<file path="src/rtl/memlcd_pkg.sv">
// Shared types and field geometry for the memory-LCD line serializer.
package memlcd_pkg;

    typedef enum logic [3:0] {
        ST_IDLE,
        ST_SETUP,
        ST_MODE,
        ST_ADDR,
        ST_DATA,
        ST_LTRAIL,
        ST_FTRAIL,
        ST_HOLD,
        ST_GAP
    } state_t;

    localparam int MODE_BITS   = 6;
    localparam int ADDR_BITS   = 10;
    localparam int LTRAIL_BITS = 6;
    localparam int FTRAIL_BITS = 16;
    localparam int SCS_SETUP   = 4;
    localparam int SCS_HOLD    = 4;
    localparam int SCS_GAP     = 8;

    // Bit positions inside the mode field, position 0 goes out first
    localparam int MODE_M0 = 0;
    localparam int MODE_M1 = 1;
    localparam int MODE_M2 = 2;

    localparam int DEF_CLK_DIV     = 2;
    localparam int DEF_LINE_PIXELS = 336;
    localparam int DEF_LINES       = 536;

    // Mode field laid out LSB-first so it can be loaded straight into the shifter
    function automatic logic [31:0] mode_word(input logic clear, input logic vcom);
        logic [31:0] m;
        m          = '0;
        m[MODE_M0] = ~clear;
        m[MODE_M1] = vcom;
        m[MODE_M2] = clear;
        return m;
    endfunction

endpackage

</file>
<file path="src/rtl/memlcd_bit_timer.sv">
// Divides clk into serial bit slots: sclk low for CLK_DIV cycles, then high for CLK_DIV.
module memlcd_bit_timer #(
    parameter int CLK_DIV = 2
) (
    input  logic clk,
    input  logic rst,
    input  logic en,
    output logic sclk,
    output logic bit_tick
);

    localparam int CW = $clog2(2 * CLK_DIV);

    logic [CW-1:0] cnt;

    // Phase counter runs only while enabled and wraps at the end of each bit
    always_ff @(posedge clk or posedge rst) begin
        if (rst) begin
            cnt <= '0;
        end else if (!en || bit_tick) begin
            cnt <= '0;
        end else begin
            cnt <= cnt + CW'(1);
        end
    end

    // Last cycle of a bit and the high half of the bit are decoded from the count
    always_comb begin
        bit_tick = en && (cnt == CW'(2 * CLK_DIV - 1));
        sclk     = en && (cnt >= CW'(CLK_DIV));
    end

endmodule

</file>
<file path="src/rtl/memlcd_line_serializer.sv">
// Sends memory-LCD update or all-clear frames, streaming line pixels from the framebuffer.
module memlcd_line_serializer
    import memlcd_pkg::*;
#(
    parameter int CLK_DIV     = DEF_CLK_DIV,
    parameter int LINE_PIXELS = DEF_LINE_PIXELS,
    parameter int LINES       = DEF_LINES
) (
    input  logic        clk,
    input  logic        rst,
    input  logic        start,
    input  logic        clear,
    input  logic        vcom,
    input  logic [9:0]  line_first,
    input  logic [9:0]  line_last,
    output logic        fb_rd,
    output logic [19:0] fb_addr,
    input  logic [31:0] fb_data,
    output logic        busy,
    output logic        done,
    output logic        lcd_sclk,
    output logic        lcd_si,
    output logic        lcd_scs
);

    localparam int WORDS     = (LINE_PIXELS + 31) / 32;
    localparam int LAST_BITS = LINE_PIXELS - 32 * (WORDS - 1);
    localparam int FW        = $clog2(WORDS + 1);

    state_t        state, state_nxt;
    logic [3:0]    cyc_cnt;
    logic [4:0]    bit_cnt;
    logic [31:0]   sh, pf;
    logic          pf_full, rd_pend, clear_r;
    logic [9:0]    line_cur, line_end, lf, ll;
    logic [FW-1:0] fetch_idx, word_idx;
    logic          bit_en, bit_tick, field_last, word_last, last_word, pf_take;

    memlcd_bit_timer #(.CLK_DIV(CLK_DIV)) u_timer (
        .clk      (clk),
        .rst      (rst),
        .en       (bit_en),
        .sclk     (lcd_sclk),
        .bit_tick (bit_tick)
    );

    // Clamp the requested line range to something the panel can take
    always_comb begin
        lf = (line_first >= 10'(LINES)) ? 10'(LINES - 1) : line_first;
        ll = ((line_last < lf) || (line_last >= 10'(LINES))) ? lf : line_last;
    end

    // Field-end and word-end decodes shared by the FSM and the datapath
    always_comb begin
        last_word  = (word_idx == FW'(WORDS - 1));
        word_last  = (bit_cnt == 5'd31);
        field_last = 1'b0;
        case (state)
            ST_MODE:   field_last = (bit_cnt == 5'(MODE_BITS - 1));
            ST_ADDR:   field_last = (bit_cnt == 5'(ADDR_BITS - 1));
            ST_DATA:   field_last = last_word && (bit_cnt == 5'(LAST_BITS - 1));
            ST_LTRAIL: field_last = (bit_cnt == 5'(LTRAIL_BITS - 1));
            ST_FTRAIL: field_last = (bit_cnt == 5'(FTRAIL_BITS - 1));
            default:   field_last = 1'b0;
        endcase
        pf_take = bit_tick &&
                  (((state == ST_ADDR) && field_last && !clear_r) ||
                   ((state == ST_DATA) && !field_last && word_last && !last_word));
    end

    // State register
    always_ff @(posedge clk or posedge rst) begin
        if (rst) begin
            state <= ST_IDLE;
        end else begin
            state <= state_nxt;
        end
    end

    // Next-state logic: fields advance on the final tick of their last bit
    always_comb begin
        state_nxt = state;
        case (state)
            ST_IDLE:   if (start) state_nxt = ST_SETUP;
            ST_SETUP:  if (cyc_cnt == 4'(SCS_SETUP - 1)) state_nxt = ST_MODE;
            ST_MODE:   if (bit_tick && field_last) state_nxt = ST_ADDR;
            ST_ADDR:   if (bit_tick && field_last) state_nxt = clear_r ? ST_HOLD : ST_DATA;
            ST_DATA:   if (bit_tick && field_last) state_nxt = ST_LTRAIL;
            ST_LTRAIL: if (bit_tick && field_last)
                           state_nxt = (line_cur == line_end) ? ST_FTRAIL : ST_ADDR;
            ST_FTRAIL: if (bit_tick && field_last) state_nxt = ST_HOLD;
            ST_HOLD:   if (cyc_cnt == 4'(SCS_HOLD - 1)) state_nxt = ST_GAP;
            ST_GAP:    if (cyc_cnt == 4'(SCS_GAP - 1)) state_nxt = ST_IDLE;
            default:   state_nxt = ST_IDLE;
        endcase
    end

    // Datapath: command latch, bit/word/line counters, shifter and one-word prefetch
    always_ff @(posedge clk or posedge rst) begin
        if (rst) begin
            cyc_cnt   <= '0;
            bit_cnt   <= '0;
            sh        <= '0;
            pf        <= '0;
            pf_full   <= 1'b0;
            rd_pend   <= 1'b0;
            clear_r   <= 1'b0;
            line_cur  <= '0;
            line_end  <= '0;
            fetch_idx <= '0;
            word_idx  <= '0;
        end else begin
            cyc_cnt <= (state_nxt != state) ? 4'd0 : cyc_cnt + 4'd1;
            rd_pend <= fb_rd;
            if (rd_pend) begin
                pf      <= fb_data;
                pf_full <= 1'b1;
            end else if (pf_take) begin
                pf_full <= 1'b0;
            end
            if (fb_rd) begin
                fetch_idx <= fetch_idx + FW'(1);
            end
            if ((state == ST_IDLE) && start) begin
                clear_r   <= clear;
                sh        <= mode_word(clear, vcom);
                line_cur  <= lf;
                line_end  <= ll;
                fetch_idx <= '0;
                word_idx  <= '0;
                bit_cnt   <= '0;
                pf_full   <= 1'b0;
            end
            if (bit_tick) begin
                case (state)
                    ST_MODE: begin
                        bit_cnt <= field_last ? 5'd0 : bit_cnt + 5'd1;
                        sh      <= !field_last ? (sh >> 1)
                                 : (clear_r ? 32'd0 : 32'(line_cur) + 32'd1);
                    end
                    ST_ADDR: begin
                        bit_cnt  <= field_last ? 5'd0 : bit_cnt + 5'd1;
                        sh       <= field_last ? pf : (sh >> 1);
                        word_idx <= '0;
                    end
                    ST_DATA: begin
                        if (field_last) begin
                            bit_cnt <= 5'd0;
                        end else if (word_last) begin
                            bit_cnt  <= 5'd0;
                            sh       <= pf;
                            word_idx <= word_idx + FW'(1);
                        end else begin
                            bit_cnt <= bit_cnt + 5'd1;
                            sh      <= sh >> 1;
                        end
                    end
                    ST_LTRAIL: begin
                        if (field_last) begin
                            bit_cnt   <= 5'd0;
                            fetch_idx <= '0;
                            if (line_cur != line_end) begin
                                line_cur <= line_cur + 10'd1;
                                sh       <= 32'(line_cur) + 32'd2;
                            end
                        end else begin
                            bit_cnt <= bit_cnt + 5'd1;
                        end
                    end
                    ST_FTRAIL: bit_cnt <= field_last ? 5'd0 : bit_cnt + 5'd1;
                    default:   bit_cnt <= bit_cnt;
                endcase
            end
        end
    end

    // Outputs decoded from state; si is the shifter LSB only in fields that carry data
    always_comb begin
        busy    = (state != ST_IDLE);
        lcd_scs = (state == ST_SETUP) || (state == ST_MODE) || (state == ST_ADDR) ||
                  (state == ST_DATA) || (state == ST_LTRAIL) || (state == ST_FTRAIL) ||
                  (state == ST_HOLD);
        bit_en  = (state == ST_MODE) || (state == ST_ADDR) || (state == ST_DATA) ||
                  (state == ST_LTRAIL) || (state == ST_FTRAIL);
        lcd_si  = ((state == ST_MODE) || (state == ST_ADDR) || (state == ST_DATA)) && sh[0];
        done    = (state == ST_GAP) && (cyc_cnt == 4'd0);
        fb_rd   = ((state == ST_ADDR) || (state == ST_DATA)) && !clear_r && !pf_full &&
                  !rd_pend && (fetch_idx < FW'(WORDS));
        fb_addr = 20'(line_cur) * 20'(WORDS) + 20'(fetch_idx);
    end

endmodule
</file>
<file path="config.mk">
export PLATFORM = sky130hd
export DESIGN_NAME = memlcd_line_serializer
export DESIGN_NICKNAME = d
export VERILOG_FILES = /design/src/rtl/memlcd_pkg.sv /design/src/rtl/memlcd_bit_timer.sv /design/src/rtl/memlcd_line_serializer.sv
export SDC_FILE = /design/constraint.sdc
export NUM_CORES = 1
export LEC_CHECK = 0
export ABC_AREA = 1
export BUFFER_PORTS_ARGS = -buffer_cell sky130_fd_sc_hd__buf_4
export CAP_MARGIN = 20
export CORE_MARGIN = 5
export CORE_UTILIZATION = 55
export CTS_CLUSTER_SIZE = 25
export DETAILED_ROUTE_END_ITERATION = 6
export GPL_TIMING_DRIVEN = 0
export PLACE_DENSITY_LB_ADDON = 0.25
export SLEW_MARGIN = 40
export SYNTH_ARGS = -nofsm -noshare
export SYNTH_HDL_FRONTEND = slang
export SYNTH_SLANG_ARGS = --single-unit
</file>
<file path="constraint.sdc">
create_clock -name clk -period 3.7 [get_ports clk]
set_input_delay 0.37 -clock clk [delete_from_list [all_inputs] [get_ports clk]]
set_output_delay 0.37 -clock clk [all_outputs]
set_load 0.03 [all_outputs]
</file>
==> run_results.csv <==
group,metric,value,unit
sta,report.final.setup_viol,7,
global_routing,grt_first_pass_wirelength,35.1,mm
sta,maxClockFrequency,261,MHz
run,cap_violations,0,
cells_and_area,areaGrowthSynthToFinish,19.5,%
power,total_power,2.31,mW
logic_synthesis,syn_avg_cell_area,7.55,sq um
logic_synthesis,post_synth_instance_area,0.00783,sq mm
detailed_routing,drt-vias-per-instance,5.72,
die,ios,83,
place,buffer_ports.inserted,77,
sta,final.min_clock_period,3830,ps
sta,finalClockSkew,12.5,ps
die,die_width,129,um
sta,slew_at_the_pin_closest_to_its_max_slew_limit,740,ps
cts,tritoncts,"built",
setup_path,crit_fanout,3,
worst_hold_path,hp-class,"input port to asynchronous set/reset pin",
setup_path,worst-setup-path-type,"flip-flop to output pin",
cells_and_area,multi_input_combinational_cell_area,0.00445,sq mm
cts,worst_setup_hold_path_clk_slew,80,ps
die,row_count,43,
sta,final_hold_viol_count,0,
cells_and_area,final_nets,1276,
logic_synthesis,synth_top_area_cell,"sky130_fd_sc_hd__dfrtp_1",
logic_synthesis,yosys.cell_count.top_type,"sky130_fd_sc_hd__nand2_1",
cts,clock_sinks,110,
detailed_routing,detailedRoute.firstIterationViolations,697,
power,power.share.clock,42.2,%
setup_path,setup.worst_path.start_class,"flip-flop",
logic_synthesis,ys_dominant_reg_cell,"sky130_fd_sc_hd__dfrtp_1",
logic_synthesis,synth.yosys.seq_area_share,35.1,%
run_status,status,"finished with violations",
global_routing,grt_max_degree,61,
logic_synthesis,top_post_synthesis_cells_by_count,"270 x sky130_fd_sc_hd__nand2_1, 138 x sky130_fd_sc_hd__inv_1, 110 x sky130_fd_sc_hd__dfrtp_1, 75 x sky130_fd_sc_hd__o21ai_0, 61 x sky130_fd_sc_hd__nor2_1",
sta,rsz0062_at_grt,"true",
setup_path,req_time_crit_path,3330,ps
place,hpwlAfterDp,15.5,mm
setup_path,path_cells,"ha_4 > ha_4 > inv_2 > fa_1 > inv_2 > ha_4 > buf_6 > a21oi_2 > nand2_2 > a21oi_2 > o21ai_2 > a21oi_2 > o21ai_2 > buf_4 > xor2_1 > buf_4",
power,netSwitchingFraction,24.8,%
logic_synthesis,synthDistinctLibCells,50,
logic_synthesis,synthDominantCellAreaShare,35.1,%
detailed_routing,drtPass1Iterations,5,
detailed_routing,antenna_violating_nets_post_route,0,
cts,clock-root-buffer,"sky130_fd_sc_hd__clkbuf_16",
cts,tritoncts.num_buffers,9,
cts,clk_path_buf_depth,2,
detailed_routing,post-route-drc-count,0,
detailed_routing,routed_wl,22.4,mm
sta,final.setup.tns,-568,ps
global_routing,gr-total-overflow,0,
setup_path,worst_path_max_delay_cell,"sky130_fd_sc_hd__fa_1",
cells_and_area,post_route_cells_drive_above_1_share,18.7,%
logic_synthesis,synth_edf_count,0,
global_routing,antenna_found_initial,0,
logic_synthesis,synth_area_leaders,"sky130_fd_sc_hd__dfrtp_1 35%, sky130_fd_sc_hd__nand2_1 13%, sky130_fd_sc_hd__ha_1 8.9%",
die,coreArea,0.0139,sq mm
detailed_routing,avgRoutedWirePerCell,16.7,um
cts,clock_insertion_delay_worst_skew,370,ps
power,p_seq_share,51.9,%
power,combinationalPowerShare,5.9,%
logic_synthesis,synthCells,1037,
cells_and_area,post_layout_nonfiller_instances,1339,
logic_synthesis,yosys_warnings,0,
run_status,violations,"negative setup slack",
cells_and_area,final_util,67.1,%
setup_path,timing.critical_path.slowest_cell_delay,540,ps
setup_path,crit_arrival,3460,ps
die,chipHeight,129,um
die,floorplan.initialDensity,56.2,%
cells_and_area,fillers,1198,
global_routing,first_global_vias,7109,
cts,cts_max_level,3,
power,netSwitchingPower,0.575,mW
die,die_area,0.0167,sq mm
logic_synthesis,async_reset_ff_share,100,%
sta,layout_setup_ws,-133,ps
place,routabilityCongestion,0.944,
cells_and_area,regArea,0.00276,sq mm
global_routing,globalRouteTotalUtil,26.4,%
detailed_routing,detailroute.via_count,7654,
sta,period_share,104,%
sta,report.final.slew_viol_count,0,
logic_synthesis,synth-seq-cells,110,
setup_path,timing.critical_path.to_type,"output pin",
cells_and_area,antenna-diode-count,0,
power,power_per_cell_area,247,mW/mm^2
power,peakVddDrop,0.237,mV
power,leakagePower,4.74,nW
place,place_inst,1299,
sta,relSlewSlack,50.6,%
power,intPower,1.74,mW
==> final cells by class <==
class | instances | share of cell area, %
Timing Repair Buffer | 102 | 8.64
Sequential cell | 110 | 29.5
Multi-Input combinational cell | 736 | 47.5
Buffer | 44 | 2.63
Tap cell | 180 | 2.41
Clock buffer | 10 | 2.45
Clock inverter | 6 | 0.682
Inverter | 151 | 6.19
==> layout by cell type (no fill, tap or decap), types with 9 or more instances in the layout <==
cell type                   instances
sky130_fd_sc_hd__nand4_1           10
sky130_fd_sc_hd__buf_4            104
sky130_fd_sc_hd__dfrtp_1          106
sky130_fd_sc_hd__buf_6             11
sky130_fd_sc_hd__nand2_2           12
sky130_fd_sc_hd__nand2_1          265
sky130_fd_sc_hd__o21ai_1           25
sky130_fd_sc_hd__nand3_1           51
sky130_fd_sc_hd__inv_2             19
sky130_fd_sc_hd__inv_1            129
sky130_fd_sc_hd__nor2_1            61
sky130_fd_sc_hd__xor2_1            28
sky130_fd_sc_hd__o32ai_1           11
sky130_fd_sc_hd__ha_1              46
sky130_fd_sc_hd__a21oi_1           24
sky130_fd_sc_hd__o21ai_0           73
sky130_fd_sc_hd__o22ai_1           17
sky130_fd_sc_hd__clkbuf_16          9
sky130_fd_sc_hd__clkbuf_1          21
sky130_fd_sc_hd__a32oi_1           20
==> logic make-up after synthesis <==
family / after synthesis / share of synthesized area (%)
other: 1 / 0.0479
AO/OA/AOI/OAI: 206 / 16.2
buffers and inverters: 195 / 10.4
AND/OR/NAND/NOR: 428 / 23.4
flip-flops: 110 / 35.1
adder cells (fa/ha/maj): 65 / 11.2
XOR/XNOR: 32 / 3.58
==> flip-flops by register name, summed over array words and instances (netlist names), 4 cells and up <==
register	count
cyc_cnt	4
line_cur	10
pf	32
fetch_idx	4
bit_cnt	5
line_end	10
word_idx	4
state	4
sh	32
==> power groups by stage <==
stage	clock network, mW	logic, mW	registers [mW]
floorplan	0	0.0653	1.23
global placement	0	0.131	1.23
detailed placement	0	0.138	1.22
CTS	0.985	0.139	1.20
global route	1.04	0.155	1.20
finish	0.977	0.137	1.20
==> metal layers <==
layer	GRT usage, %	vias to the layer above	part of all wire (%)
li1	-	3639	-
met1	36.4	3571	41
met2	41.8	373	45
met3	4.00	71	9.1
met4	10.9	0	4.1
met5	0	-	0
==> worst max-delay path: cells and delay by family, from the launching register on <==
family	cells	cell delay (ps)
adder cells (fa/ha/maj)	4	1300
buffers and inverters	5	530
AND/OR/NAND/NOR	1	70
flip-flops	1	440
AO/OA/AOI/OAI	5	610
XOR/XNOR	1	130
==> what timing repair did <==
item,CTS,global route
setup endpoints to repair,7,7
setup buffers,19,5
hold buffers,0,0
pin swaps,12,19
gates resized for setup,29,20
gates cloned,0,0
==> metrics by stage <==
step / hold slack, ps / cell area (sq um) / worst slack, ps
2_1_floorplan: 429 / 7850 / 31.0
3_3_place_gp: 445 / 8650 / -965
3_5_place_dp: 411 / 8680 / -238
4_1_cts: 19.2 / 9240 / 7.10
5_1_grt: 34.7 / 9360 / -329
6_report: 5.78 / 9360 / -133
==> worst paths after layout <==
kind                                start             end  slack, ps  cells after the start
min in group clk              fb_data[16]          pf[16]        190                      3
setup reg to reg                 state[1]     line_end[7]       1070                      6
setup / recovery              line_cur[0]     fb_addr[10]       -130                     16
max in group asynchronous             rst     line_end[3]       3060                      3
hold reg to reg            u_timer.cnt[0]  u_timer.cnt[0]        450                      1
hold / removal                        rst      cyc_cnt[1]          6                      2
(Power assumes the default switching activity.)
